[config.mk]
export PLATFORM = sky130hd
export DESIGN_NAME = dpram_arb_flat
export DESIGN_NICKNAME = d
export VERILOG_FILES = /design/src/rtl/dpram_arb_if.sv /design/src/rtl/dpram_arb.sv /design/src/flat_wrapper.sv
export SDC_FILE = /design/constraint.sdc
export NUM_CORES = 1
export LEC_CHECK = 0
export CORE_AREA = 2 2 92 94
export CTS_CLUSTER_DIAMETER = 150
export DETAILED_ROUTE_END_ITERATION = 12
export DIE_AREA = 0 0 94 96
export PLACE_DENSITY = 0.67
export SYNTH_ARGS = -nofsm -noshare
export SYNTH_HDL_FRONTEND = slang
export SYNTH_SLANG_ARGS = --single-unit
[constraint.sdc]
create_clock -name clk -period 3.5 [get_ports clk]
set_input_delay 0.875 -clock clk [delete_from_list [all_inputs] [get_ports clk]]
set_output_delay 0.875 -clock clk [all_outputs]
set_load 0.05 [all_outputs]
[src/rtl/dpram_arb_if.sv]
// Requester, RAM-port and zero-fill control signals of dpram_arb.
// slave = arbiter side, master = requesters + RAM side.
interface dpram_arb_if;
    logic        clr_start;
    logic        clr_busy;

    logic        r0_req;
    logic [3:0]  r0_we;
    logic [6:0]  r0_addr;
    logic [31:0] r0_wdata;
    logic        r0_gnt;
    logic        r0_rvalid;
    logic [31:0] r0_rdata;

    logic        r1_req;
    logic [3:0]  r1_we;
    logic [6:0]  r1_addr;
    logic [31:0] r1_wdata;
    logic        r1_gnt;
    logic        r1_rvalid;
    logic [31:0] r1_rdata;

    logic [3:0]  ram_we;
    logic [6:0]  ram_addr;
    logic [31:0] ram_din;
    logic [31:0] ram_dout;

    modport slave (
        input  clr_start,
        input  r0_req, r0_we, r0_addr, r0_wdata,
        input  r1_req, r1_we, r1_addr, r1_wdata,
        input  ram_dout,
        output clr_busy,
        output r0_gnt, r0_rvalid, r0_rdata,
        output r1_gnt, r1_rvalid, r1_rdata,
        output ram_we, ram_addr, ram_din
    );

    modport master (
        output clr_start,
        output r0_req, r0_we, r0_addr, r0_wdata,
        output r1_req, r1_we, r1_addr, r1_wdata,
        output ram_dout,
        input  clr_busy,
        input  r0_gnt, r0_rvalid, r0_rdata,
        input  r1_gnt, r1_rvalid, r1_rdata,
        input  ram_we, ram_addr, ram_din
    );
endinterface

[src/rtl/dpram_arb.sv]
// Two-requester round-robin arbiter in front of a 128x32 byte-lane RAM port.
// Define DPRAM_ARB_CLR_EN to enable the zero-fill sweep (CLR state, clr_start/clr_busy).
module dpram_arb (
    input  logic       clk,
    input  logic       rst,
    dpram_arb_if.slave bus
);
    logic        last_r1;   // 1: requester 1 holds the most recent grant
    logic        gnt0, gnt1;
    logic        rvalid0, rvalid1;
    logic        clr_active;
    logic [6:0]  clr_cnt;
    logic [3:0]  mem_we;
    logic [6:0]  mem_addr;
    logic [31:0] mem_din;

`ifdef DPRAM_ARB_CLR_EN
    typedef enum logic {ST_RUN, ST_CLR} state_t;
    state_t      state, state_nxt;
    logic [6:0]  clr_cnt_nxt;

    always_comb begin
        state_nxt   = state;
        clr_cnt_nxt = clr_cnt;
        case (state)
            ST_RUN: begin
                if (bus.clr_start) begin
                    state_nxt   = ST_CLR;
                    clr_cnt_nxt = '0;
                end
            end
            ST_CLR: begin
                clr_cnt_nxt = clr_cnt + 7'd1;
                if (clr_cnt == 7'd127) begin
                    state_nxt = ST_RUN;
                end
            end
        endcase
    end

    always_ff @(posedge clk) begin
        if (rst) begin
            state   <= ST_CLR;
            clr_cnt <= '0;
        end else begin
            state   <= state_nxt;
            clr_cnt <= clr_cnt_nxt;
        end
    end

    assign clr_active = (state == ST_CLR);
`else
    logic unused_clr_start;
    assign unused_clr_start = bus.clr_start;
    assign clr_active       = 1'b0;
    assign clr_cnt          = '0;
`endif

    always_comb begin
        gnt0     = 1'b0;
        gnt1     = 1'b0;
        mem_we   = '0;
        mem_addr = '0;
        mem_din  = '0;
        if (clr_active) begin
            mem_we   = '1;
            mem_addr = clr_cnt;
        end else if (bus.r0_req && (!bus.r1_req || last_r1)) begin
            gnt0     = 1'b1;
            mem_we   = bus.r0_we;
            mem_addr = bus.r0_addr;
            mem_din  = bus.r0_wdata;
        end else if (bus.r1_req) begin
            gnt1     = 1'b1;
            mem_we   = bus.r1_we;
            mem_addr = bus.r1_addr;
            mem_din  = bus.r1_wdata;
        end
    end

    always_ff @(posedge clk) begin
        if (rst) begin
            last_r1 <= 1'b1;
            rvalid0 <= 1'b0;
            rvalid1 <= 1'b0;
        end else begin
            if (gnt0) begin
                last_r1 <= 1'b0;
            end else if (gnt1) begin
                last_r1 <= 1'b1;
            end
            rvalid0 <= gnt0 && (bus.r0_we == 4'h0);
            rvalid1 <= gnt1 && (bus.r1_we == 4'h0);
        end
    end

    // RAM output is already registered, so read data is passed straight through
    assign bus.r0_rdata  = bus.ram_dout;
    assign bus.r1_rdata  = bus.ram_dout;
    assign bus.r0_gnt    = gnt0;
    assign bus.r1_gnt    = gnt1;
    assign bus.r0_rvalid = rvalid0;
    assign bus.r1_rvalid = rvalid1;
    assign bus.ram_we    = mem_we;
    assign bus.ram_addr  = mem_addr;
    assign bus.ram_din   = mem_din;
    assign bus.clr_busy  = clr_active;
endmodule

[src/flat_wrapper.sv]
// flat-port wrapper written by rule: the top's interface ports become plain ports
module dpram_arb_flat 
  (clk, rst, bus_clr_start, bus_r0_req, bus_r0_we, bus_r0_addr, bus_r0_wdata, bus_r1_req, bus_r1_we, bus_r1_addr, bus_r1_wdata, bus_ram_dout, bus_clr_busy, bus_r0_gnt, bus_r0_rvalid, bus_r0_rdata, bus_r1_gnt, bus_r1_rvalid, bus_r1_rdata, bus_ram_we, bus_ram_addr, bus_ram_din);
  dpram_arb_if bus_i ();
  input  logic clk;
  input  logic rst;
  input wire logic [$bits(bus_i.clr_start)-1:0] bus_clr_start;
  input wire logic [$bits(bus_i.r0_req)-1:0] bus_r0_req;
  input wire logic [$bits(bus_i.r0_we)-1:0] bus_r0_we;
  input wire logic [$bits(bus_i.r0_addr)-1:0] bus_r0_addr;
  input wire logic [$bits(bus_i.r0_wdata)-1:0] bus_r0_wdata;
  input wire logic [$bits(bus_i.r1_req)-1:0] bus_r1_req;
  input wire logic [$bits(bus_i.r1_we)-1:0] bus_r1_we;
  input wire logic [$bits(bus_i.r1_addr)-1:0] bus_r1_addr;
  input wire logic [$bits(bus_i.r1_wdata)-1:0] bus_r1_wdata;
  input wire logic [$bits(bus_i.ram_dout)-1:0] bus_ram_dout;
  output wire logic [$bits(bus_i.clr_busy)-1:0] bus_clr_busy;
  output wire logic [$bits(bus_i.r0_gnt)-1:0] bus_r0_gnt;
  output wire logic [$bits(bus_i.r0_rvalid)-1:0] bus_r0_rvalid;
  output wire logic [$bits(bus_i.r0_rdata)-1:0] bus_r0_rdata;
  output wire logic [$bits(bus_i.r1_gnt)-1:0] bus_r1_gnt;
  output wire logic [$bits(bus_i.r1_rvalid)-1:0] bus_r1_rvalid;
  output wire logic [$bits(bus_i.r1_rdata)-1:0] bus_r1_rdata;
  output wire logic [$bits(bus_i.ram_we)-1:0] bus_ram_we;
  output wire logic [$bits(bus_i.ram_addr)-1:0] bus_ram_addr;
  output wire logic [$bits(bus_i.ram_din)-1:0] bus_ram_din;
  assign bus_i.clr_start = bus_clr_start;
  assign bus_i.r0_req = bus_r0_req;
  assign bus_i.r0_we = bus_r0_we;
  assign bus_i.r0_addr = bus_r0_addr;
  assign bus_i.r0_wdata = bus_r0_wdata;
  assign bus_i.r1_req = bus_r1_req;
  assign bus_i.r1_we = bus_r1_we;
  assign bus_i.r1_addr = bus_r1_addr;
  assign bus_i.r1_wdata = bus_r1_wdata;
  assign bus_i.ram_dout = bus_ram_dout;
  assign bus_clr_busy = bus_i.clr_busy;
  assign bus_r0_gnt = bus_i.r0_gnt;
  assign bus_r0_rvalid = bus_i.r0_rvalid;
  assign bus_r0_rdata = bus_i.r0_rdata;
  assign bus_r1_gnt = bus_i.r1_gnt;
  assign bus_r1_rvalid = bus_i.r1_rvalid;
  assign bus_r1_rdata = bus_i.r1_rdata;
  assign bus_ram_we = bus_i.ram_we;
  assign bus_ram_addr = bus_i.ram_addr;
  assign bus_ram_din = bus_i.ram_din;
  dpram_arb u_core (.clk(clk), .rst(rst), .bus(bus_i));
endmodule
### Word level (Yosys, flattened, before mapping)

Index checks and enable logic that the tools add are counted.

* input port bits: 123
* memories kept: 0
* latch bits: 0
* bits in registers: 3
* output and inout port bits: 112
* logic and storage cells: 22
* RAM bits: 0
* ROM bits: 0

* shifts and indexed selects: 0
* magnitude comparators: 0
* mux-type cells: 11
* bitwise gates (word level): 0
* reductions and logical operators: 8
* divide/modulo/power cells: 0
* $add $sub $neg: 0
* equal/unequal tests: 0
* $mul: 0

Operator list (count)
* 32-bit 2-to-1 mux: 2
* 7-bit 2-to-1 mux: 2
* 4-bit zero test: 2
* 4-bit 2-to-1 mux: 2
* 1-bit 2-to-1 mux: 5
* 1-bit logical AND: 3
* 2-bit nonzero test: 1
* 1-bit zero test: 1
* 1-bit logical OR: 1

### Logic depth before layout (Yosys ltp)

Gate-level depths: netlist of run 1.

* depth in word-level cells: 6
* gate-level depth with buffers: 4

### Worst setup path before layout of run 1

OpenSTA, ideal clock, no wires.

* path type: input to output
* start: in bus_r1_req
* end: out bus_ram_addr[0]
* required time: 2.625 ns
* stages on the path: 3
* data arrival time: 1.923 ns
* path buffers: 1
* slack: 0.702 ns
* cell sequence: a21boi_2 > buf_4 > a32o_1

* cells in the longest elaborated chain, start to end: 4
* elaborated cells between the ends (all ways): 5
* those cells by class: 2 x mux; 3 x reduce/logical

Ends and longest elaborated chain
* start: declaration: line flat_wrapper.sv:12 `input wire logic [$bits(bus_i.r1_req)-1:0] bus_r1_req;`
* 1-bit zero test: line dpram_arb.sv:68 `end else if (bus.r0_req && (!bus.r1_req || last_r1)) begin`
* 1-bit logical OR: line dpram_arb.sv:68
* 1-bit logical AND: line dpram_arb.sv:68
* 7-bit 2-to-1 mux *: line dpram_arb.sv:68
* end: declaration: line flat_wrapper.sv:25 `output wire logic [$bits(bus_i.ram_addr)-1:0] bus_ram_addr;`

Every way passes the cells marked *; elsewhere a longest branch is shown, timed or not.

### Worst setup path in the final report of run 1

* start: in bus_r1_req
* end: out bus_ram_din[24]

* cells in the longest elaborated chain, start to end: 4
* elaborated cells between the ends (all ways): 5
* those cells by class: 2 x mux; 3 x reduce/logical

Ends and longest elaborated chain
* 1-bit zero test: line dpram_arb.sv:68
* 1-bit logical OR: line dpram_arb.sv:68
* 1-bit logical AND: line dpram_arb.sv:68
* 32-bit 2-to-1 mux *: line dpram_arb.sv:68
* end: declaration: line flat_wrapper.sv:26 `output wire logic [$bits(bus_i.ram_din)-1:0] bus_ram_din;`

Marks and branches as above.

==> results.cfg, run 1 <==
[status]
status = completed

[clocking]
clk_pin_slew_worst_paths_ns = 0.03
numClockSinks = 3
cts.path.max_buffers = 2
cts_buffers = 3
clock_latency_ns = 0.21
cts_resized = 0
post_cts_buffers = 0
tritoncts = yes
htreeDepth = 1
cts_hold_buf = 0
root_buffer = clkbuf_8

[routing]
wl_per_cell_um = 18.9
drt_iter0_markers = 22
firstDrtPassIters = 4
vias_per_cell = 4.39
num_vias = 1353
remaining_drc_errors = 0
ant_nets = 0
totalWireLength_um = 5810

[worst_setup_path]
path_cells = clkdlybuf4s50_1 -> a21boi_4 -> buf_4 -> a32o_1 -> buf_12
rr_worst_depth = 3
r2r_setup_slack_ns = 2.46
crit_family = buffers and inverters
crit_buf_inv = 3
worstReg2RegStart = u_core.last_r1$_SDFFE_PP1P_
r2r-end = u_core.bus.r0_rvalid$_SDFF_PP0_
crit_arrival_ns = 2.30
critPathLaunchType = input pin
slowest_stage = clkdlybuf4s50_1
required_ns = 2.62
crit_fanout = 29
max_stage_delay_ns = 0.52
cp-end-kind = output pin
criticalPathCategory = input pin to output pin

[synthesis]
ys_types = 19
synth_seq_cells = 3
syn_inst = 137
syn_area_sq_um = 1210
yosysWarnings = 0
yosysSeqAreaShare_pct = 4.96
avgSynthCellArea_sq_um = 8.84
postSynthNetCount = 260

[timing]
hold_viol_final = 0
worst_pin_slew_ns = 0.498
skew_ns = 0.00276
slew_headroom_pct = 66.7
finalCritPeriodShare_pct = 90.6
slew_viol_final = 0
fmax_mhz = 315
fin_setup_tns_ns = 0
period_minus_slack_ns = 3.17
setup_viol_count_final = 0
grt_setup_unrepaired = false

[placed_design]
io_buffers = 136
placed_area_sq_um = 2580
placed_cells = 304
dp_hpwl_um = 4880
globalplace.congestion = 0.760

[run]
cap_violations = 0

[finish]
n_antenna_cell = 0
stdcell_count = 308
layout.nets = 327
design_area_sq_um = 2630
post-route-util_pct = 32.6
area_growth_pct = 117
drive_above_1_share_pct = 39.9

[power_and_ir_drop]
irDropWorstVdd_uv = 85.2
powerDensity_nw_per_um2 = 270
leakage_nw = 1.08

[hold_path]
worst_hold_path_type = register to register
min_from = u_core.last_r1$_SDFFE_PP1P_
holdPathStages = 2
worstHoldEndpoint = u_core.last_r1$_SDFFE_PP1P_

[grt]
grt_pass1_wl_um = 7870
grt_antenna_before_repair = 0
overflow = 0
first_global_vias = 1326
grtUsageTotal_pct = 11.4
grt_max_degree = 34

[floorplanning]
die_h_um = 96
die_area_sq_um = 9020
rows = 33
start_util_pct = 15.0
ioPinCount = 235
die_x_um = 94
core_area_sq_um = 8050
-- synthesized netlist by cell type --
cell type | n | area [sq um]
a32o_2 | 24 | 270
nor2_1 | 1 | 3.75
buf_8 | 4 | 60.1
a32o_1 | 19 | 190
and4b_1 | 1 | 10.0
or2_2 | 1 | 6.26
a21o_1 | 1 | 7.51
nand2b_1 | 1 | 6.26
buf_6 | 1 | 11.3
and2_1 | 1 | 6.26
dfxtp_1 | 3 | 60.1
nand2_1 | 1 | 3.75
and3_1 | 1 | 6.26
a21boi_2 | 1 | 11.3
buf_2 | 5 | 25.0
nor4_1 | 1 | 6.26
conb_1 | 1 | 3.75
buf_4 | 69 | 518
nor3_1 | 1 | 5.00
-- power by group --
part | leakage [nW] | switching, W | internal, W | total, W
sequential | 0.0245 | 0.00000120 | 0.0000355 | 0.0000367
combinational | 1.03 | 0.000268 | 0.000302 | 0.000571
clock | 0.0228 | 0.0000233 | 0.0000778 | 0.000101
total | 1.08 | 0.000293 | 0.000416 | 0.000709
-- state kept, by name, summed over array words and instances, names as in the netlist --
signal	flops
u_core.bus.r0_rvalid	1
u_core.last_r1	1
u_core.bus.r1_rvalid	1
-- layer usage --
layer,vias to the layer above,routed length [um],share of wire [%],GRT usage [%]
met3,6,928,16,4.86
met4,0,55,0.95,2.17
li1,598,-,-,-
met2,140,2970,51,21.7
met5,-,0,0,0
met1,609,1850,32,11.5
-- stage by stage --
step	hold slack [ns]	power [W]	worst slack [ns]
after floorplan	0.478	0.000490	0.702
after global routing	0.565	0.000736	0.244
after detailed placement	0.530	0.000612	0.320
final	0.538	0.000709	0.327
after global placement	0.514	0.000608	0.336
after CTS	0.538	0.000716	0.312
-- how the worst max path moves through the flow --
stage | to | startpoint | cells after the start
2_1_floorplan | bus_ram_addr[0] | bus_r1_req | 3
3_3_place_gp | bus_ram_din[19] | bus_r1_req | 5
3_5_place_dp | bus_ram_din[24] | bus_r1_req | 5
4_1_cts | bus_ram_din[24] | bus_r1_req | 5
5_1_grt | bus_ram_din[24] | bus_r1_req | 5
6_report | bus_ram_din[24] | bus_r1_req | 5
-- cell usage in the layout, fill, tap and decap left out --
master           instances
and3_1                   1
and2_1                   1
nand2b_2                 1
clkbuf_1                 1
a21o_1                   1
buf_4                    5
a32o_2                  24
and4b_1                  1
or2_2                    1
conb_1                   1
clkbuf_8                 3
buf_12                  45
buf_2                    1
a32o_1                  19
dfxtp_1                  3
clkdlybuf4s50_1         90
a21boi_4                 1
nor4_1                   1
nor2_1                   1
nor3_1                   1
nand2_1                  1
-- area by class of cell --
class	instances	area, sq um
fill	818	5420
timing repair buffer	141	1840
multi-input combinational	55	547
tap	105	131
sequential	3	60.1
clock buffer	4	45.0
-- worst min-delay path, stage by stage, from the launching register on --
cell and delay, ns:
dfxtp_1 0.34, nand2_1 0.07, a21o_1 0.10
-- cells by family after synthesis --
| family | synth area share [%] |
|---|---|
| other cells | 0.310 |
| simple gates | 4.44 |
| buf+inv | 50.7 |
| flops | 4.96 |
| compound gates | 39.6 |
No activity file was read; power rests on OpenSTA's default activity.
==> run 2: changes to the inputs <==
--- a/config.mk
+++ b/config.mk
@@ -7,9 +7,11 @@
 export LEC_CHECK = 0
 export CORE_AREA = 2 2 92 94
 export CTS_CLUSTER_DIAMETER = 150
+export CTS_CLUSTER_SIZE = 12
 export DETAILED_ROUTE_END_ITERATION = 12
 export DIE_AREA = 0 0 94 96
 export PLACE_DENSITY = 0.67
+export SKIP_CTS_REPAIR_TIMING = 1
 export SYNTH_ARGS = -nofsm -noshare
 export SYNTH_HDL_FRONTEND = slang
 export SYNTH_SLANG_ARGS = --single-unit
==> constraint.sdc (replaced) <==
create_clock -name clk -period 3.5 [get_ports clk]
set_input_delay 0.875 -clock clk [delete_from_list [all_inputs] [get_ports clk]]
set_output_delay 0.875 -clock clk [all_outputs]
set_load 0.1 [all_outputs]
==> results.cfg, run 2 (synthesized netlist as in run 1, its figures left out) <==
[power_and_ir_drop]
irDropWorstVdd_uv = 102
powerDensity_nw_per_um2 = 338
leakage_nw = 1.08

[clocking]
cts_buffers = 3
htreeDepth = 1
root_buffer = clkbuf_8
clk_pin_slew_worst_paths_ns = 0.03
cts.path.max_buffers = 2
numClockSinks = 3
clock_latency_ns = 0.21
tritoncts = yes

[worst_setup_path]
crit_arrival_ns = 2.32
slowest_stage = clkdlybuf4s50_1
crit_fanout = 29
critPathLaunchType = input pin
criticalPathCategory = input pin to output pin
r2r-end = u_core.bus.r0_rvalid$_SDFF_PP0_
crit_buf_inv = 3
required_ns = 2.62
rr_worst_depth = 3
cp-end-kind = output pin
r2r_setup_slack_ns = 2.47
path_cells = clkdlybuf4s50_1 -> a21boi_4 -> buf_4 -> a32o_1 -> buf_12
worstReg2RegStart = u_core.last_r1$_SDFFE_PP1P_
max_stage_delay_ns = 0.51
crit_family = buffers and inverters

[finish]
n_antenna_cell = 0
mostFrequentLayoutCells = 88 x clkdlybuf4s50_1, 45 x buf_12, 24 x a32o_2
layout.nets = 328
fillers = 838
post-route-util_pct = 32.7
layout_commonest_cell = clkdlybuf4s50_1
area_growth_pct = 117
stdcell_count = 309
drive_above_1_share_pct = 41.2

[timing]
finalCritPeriodShare_pct = 91.4
grt_setup_unrepaired = false
setup_viol_count_final = 0
fin_setup_tns_ns = 0
slew_viol_final = 0
fmax_mhz = 313
setup_ws_ns = 0.302
skew_ns = 0.00101
period_minus_slack_ns = 3.20
hold_viol_final = 0

[placed_design]
globalplace.congestion = 0.767
placed_cells = 305
io_buffers = 136
dpl_worst_slack_ns = 0.295
dp_hpwl_um = 4940

[routing]
firstDrtPassIters = 4
totalWireLength_um = 5770
ant_nets = 0
drt_iter0_markers = 36
vias_per_cell = 4.41
wl_per_cell_um = 18.7
num_vias = 1363
remaining_drc_errors = 0

[hold_path]
holdPathStages = 2
worst_hold_path_type = register to register
worstHoldEndpoint = u_core.last_r1$_SDFFE_PP1P_
min_from = u_core.last_r1$_SDFFE_PP1P_

[floorplanning]
die_h_um = 96
ioPinCount = 235
die_area_sq_um = 9020
core_area_sq_um = 8050
rows = 33
die_x_um = 94
start_util_pct = 15.0

[run]
cap_violations = 0

[grt]
overflow = 0
grt_pass1_wl_um = 7760
first_global_vias = 1351
grt_antenna_before_repair = 0
grtUsageTotal_pct = 11.2
grt_max_degree = 30

[status]
status = completed
## run 2: worst max path at each step
stage                          start              end  slack [ns]  depth (start not counted)
after floorplan           bus_r1_req  bus_ram_addr[0]        0.24                          3
after global placement    bus_r1_req  bus_ram_din[19]        0.30                          5
after detailed placement  bus_r1_req  bus_ram_din[19]        0.29                          5
after CTS                 bus_r1_req  bus_ram_din[19]        0.28                          5
after global routing      bus_r1_req  bus_ram_din[24]        0.21                          5
final                     bus_r1_req  bus_ram_din[19]        0.30                          5
## run 2: power breakdown
part / internal [W] / switching (W)
combinational: 0.000306 / 0.000447
sequential: 0.0000355 / 0.00000108
clock: 0.0000777 / 0.0000229
total: 0.000419 / 0.000471
## run 2: metrics by stage
step                      cell area [sq um]  total power [W]  hold slack (ns)
after floorplan                        1210         0.000816            0.478
after global placement                 2580         0.000788            0.516
after detailed placement               2580         0.000793            0.527
after CTS                              2630         0.000898            0.536
after global routing                   2630         0.000914            0.549
final                                  2630         0.000889            0.527
## run 2: layout make-up
type	count	area [sq um]	area share (%)
clock buffer	4	45.0	1.71
tap	105	131	5.00
timing repair buffer	142	1850	70.2
multi-input combinational	55	547	20.8
sequential	3	60.1	2.28
## run 2: worst min-delay path: cells and delay by family, from the launching register on
| kind | cells | cell delay [ns] |
|---|---|---|
| AO/OA/AOI/OAI | 1 | 0.10 |
| AND/OR/NAND/NOR | 1 | 0.07 |
| flip-flops | 1 | 0.33 |
## run 2: layer usage
metal  up-vias  track usage, %  share of wire [%]
met3         4            4.93                 16
li1        600               -                  -
met1       615            10.8                 30
met4         0            2.54               0.74
met5         -               0                  0
met2       144            21.8                 52
==> RTL change (settings of run 1) <==
Build with the macro `DPRAM_ARB_CLR_EN` defined.
--- a/src/rtl/dpram_arb.sv
+++ b/src/rtl/dpram_arb.sv
@@ -1,4 +1,6 @@
 // Two-requester round-robin arbiter in front of a 128x32 byte-lane RAM port.
 // Define DPRAM_ARB_CLR_EN to enable the zero-fill sweep (CLR state, clr_start/clr_busy).
+`define DPRAM_ARB_CLR_EN
+
 module dpram_arb (
     input  logic       clk,
Check against the original RTL: not equivalent (Yosys sat finds a counterexample within 4 cycles, from zero or initial values and one cycle with rst high).
==> RTL change against run 1 <==
Die area unchanged; synthesized cell count increased by 33%; utilization increased by 4.1 points; largest cell class unchanged; worst setup slack got worse by 0.19 ns; via count increased by 16%; area after synthesis increased by 23%; critical path depth increased by 2; sequential cell count increased by 8; design area increased by 13%; count of clock-buffer cells in the layout decreased by 1; routed wire length increased by 3.9%.
Power is not compared: it rests on default switching activity, and its combinational part moved more than twofold at a synthesized area within 25%.
==> RTL change: results (changes against run 1) <==
All-Layer GR Usage: 0.1182 (+0.004611)
FF-to-FF path depth: 4 (+1)
WL/cell: 16.90 um (-10%)
Post-Syn Area per Cell: 8.153 um2 (-7.8%)
Worst Hold Class: reg -> reg
H-tree depth: 1 (unchanged)
First DRT Iteration DRCs: 47 (+110%)
synth cell count leaders: buf_4 (65), a22o_1 (32), dfxtp_1 (11)
Synth cell types: 31 (+12)
Seq/Total Area, Yosys: 0.1484 (+0.09881)
GP Congestion: 0.7252 (-4.5%)
Synth Net Count: 306 (+18%)
Critical R2R Launch: u_core.bus.clr_busy
critical path's largest stage delay: 0.48 ns (-0.04 ns)
slowest stage cell, crit path: clkdlybuf4s50_1
status: finished, final reports clean
Min-Delay Path Depth: 1 (-1)
Max Clk Rate: 297.4 MHz (-5.6%)
Clock Latency Late Sink: 0.24 ns (+0.03 ns)
CP startpoint: bus_r1_req
Final #Nets: 377 (+15%)
placed instance count: 353 (+16%)
largest net degree at the start of global routing: 42 (+24%)
Layout area overhead: 99.49%
Reg-to-Reg End: u_core.clr_cnt[5]
Top reg by flops: u_core.clr_cnt
Area contributors post-synth: buf_4 (33%), a22o_1 (19%), dfxtp_1 (15%)
port buffer count: 138 (+1.5%)
VDD IR-drop max: 84.72 uV
Fin Clk Skew: 0.002497 ns (-0.0002616 ns)
Worst-path clk slew: 0.05 ns (+0.02 ns)
share of layout cells above drive strength 1: 0.2341 (-0.1649)
routed via count: 1573 (+16%)
dpl cell area: 2914 um2 (+13%)
CTS Buf Count: 3 (unchanged)
Min Hold Slack: 0.5042 ns (-0.03396 ns)
DR vias/cell: 4.406 (+0.30%)
CTS max path bufs: 2 (unchanged)
Worst-Margin Slew: 0.5217 ns (+0.02412 ns)
synth warn: 0 (unchanged)
DP HPWL: 5067 um (+3.9%)
Crit path max-delay family: buffers and inverters
fin util: 0.3677 (+0.04134)
max reg flops: 7
total grt overflow: 0 (unchanged)
hold path startpoint: u_core.clr_cnt[6]
reg2reg setup slack: 2.02 ns (-0.44 ns)
Post-Place Worst Slack: 0.1170 ns (-0.2028 ns)
worst path arrival time: 2.49 ns (+0.19 ns)
initial antenna violation count: 0 (unchanged)
fill count: 801 (-2.1%)
worst-path maximum fanout: 34 (+17%)
first-pass iteration count of the detailed router: 4 (unchanged)
Min-Delay Endpoint: u_core.clr_cnt[6]
first-pass GRT wire length: 8293 um (+5.4%)
Worst setup endpoint: bus_ram_addr[6]
RTL change: routing by layer:
layer  up-vias  global-route usage  share of wire
li1        752                   -              -
met1       718              0.1398           0.39
met2        95              0.1911           0.47
met3         8             0.05638           0.13
met4         0             0.03382          0.013
met5         -                   0              0
RTL change: final cells by class:
class / count / share of cell area
repair buffers: 142 / 0.6205
flip-flops and latches: 11 / 0.07439
well taps: 105 / 0.04438
clock buffers: 3 / 0.01395
inverters: 1 / 0.001268
multi-input cells: 94 / 0.2439
clock inverters: 1 / 0.001691
RTL change: cells by family after synthesis:
kind of cell / share of synthesized area
adder cells (fa/ha/maj): 0.008430
flip-flops: 0.1484
multiplexers: 0.007588
AO/OA/AOI/OAI: 0.3297
AND/OR/NAND/NOR: 0.1391
buffers and inverters: 0.3668
RTL change: power breakdown:
group | internal [mW] | switching [mW]
Combinational | 0.107 | 0.0406
Clock | 0.0782 | 0.0482
Sequential | 0.128 | 0.00401
Total | 0.314 | 0.0928
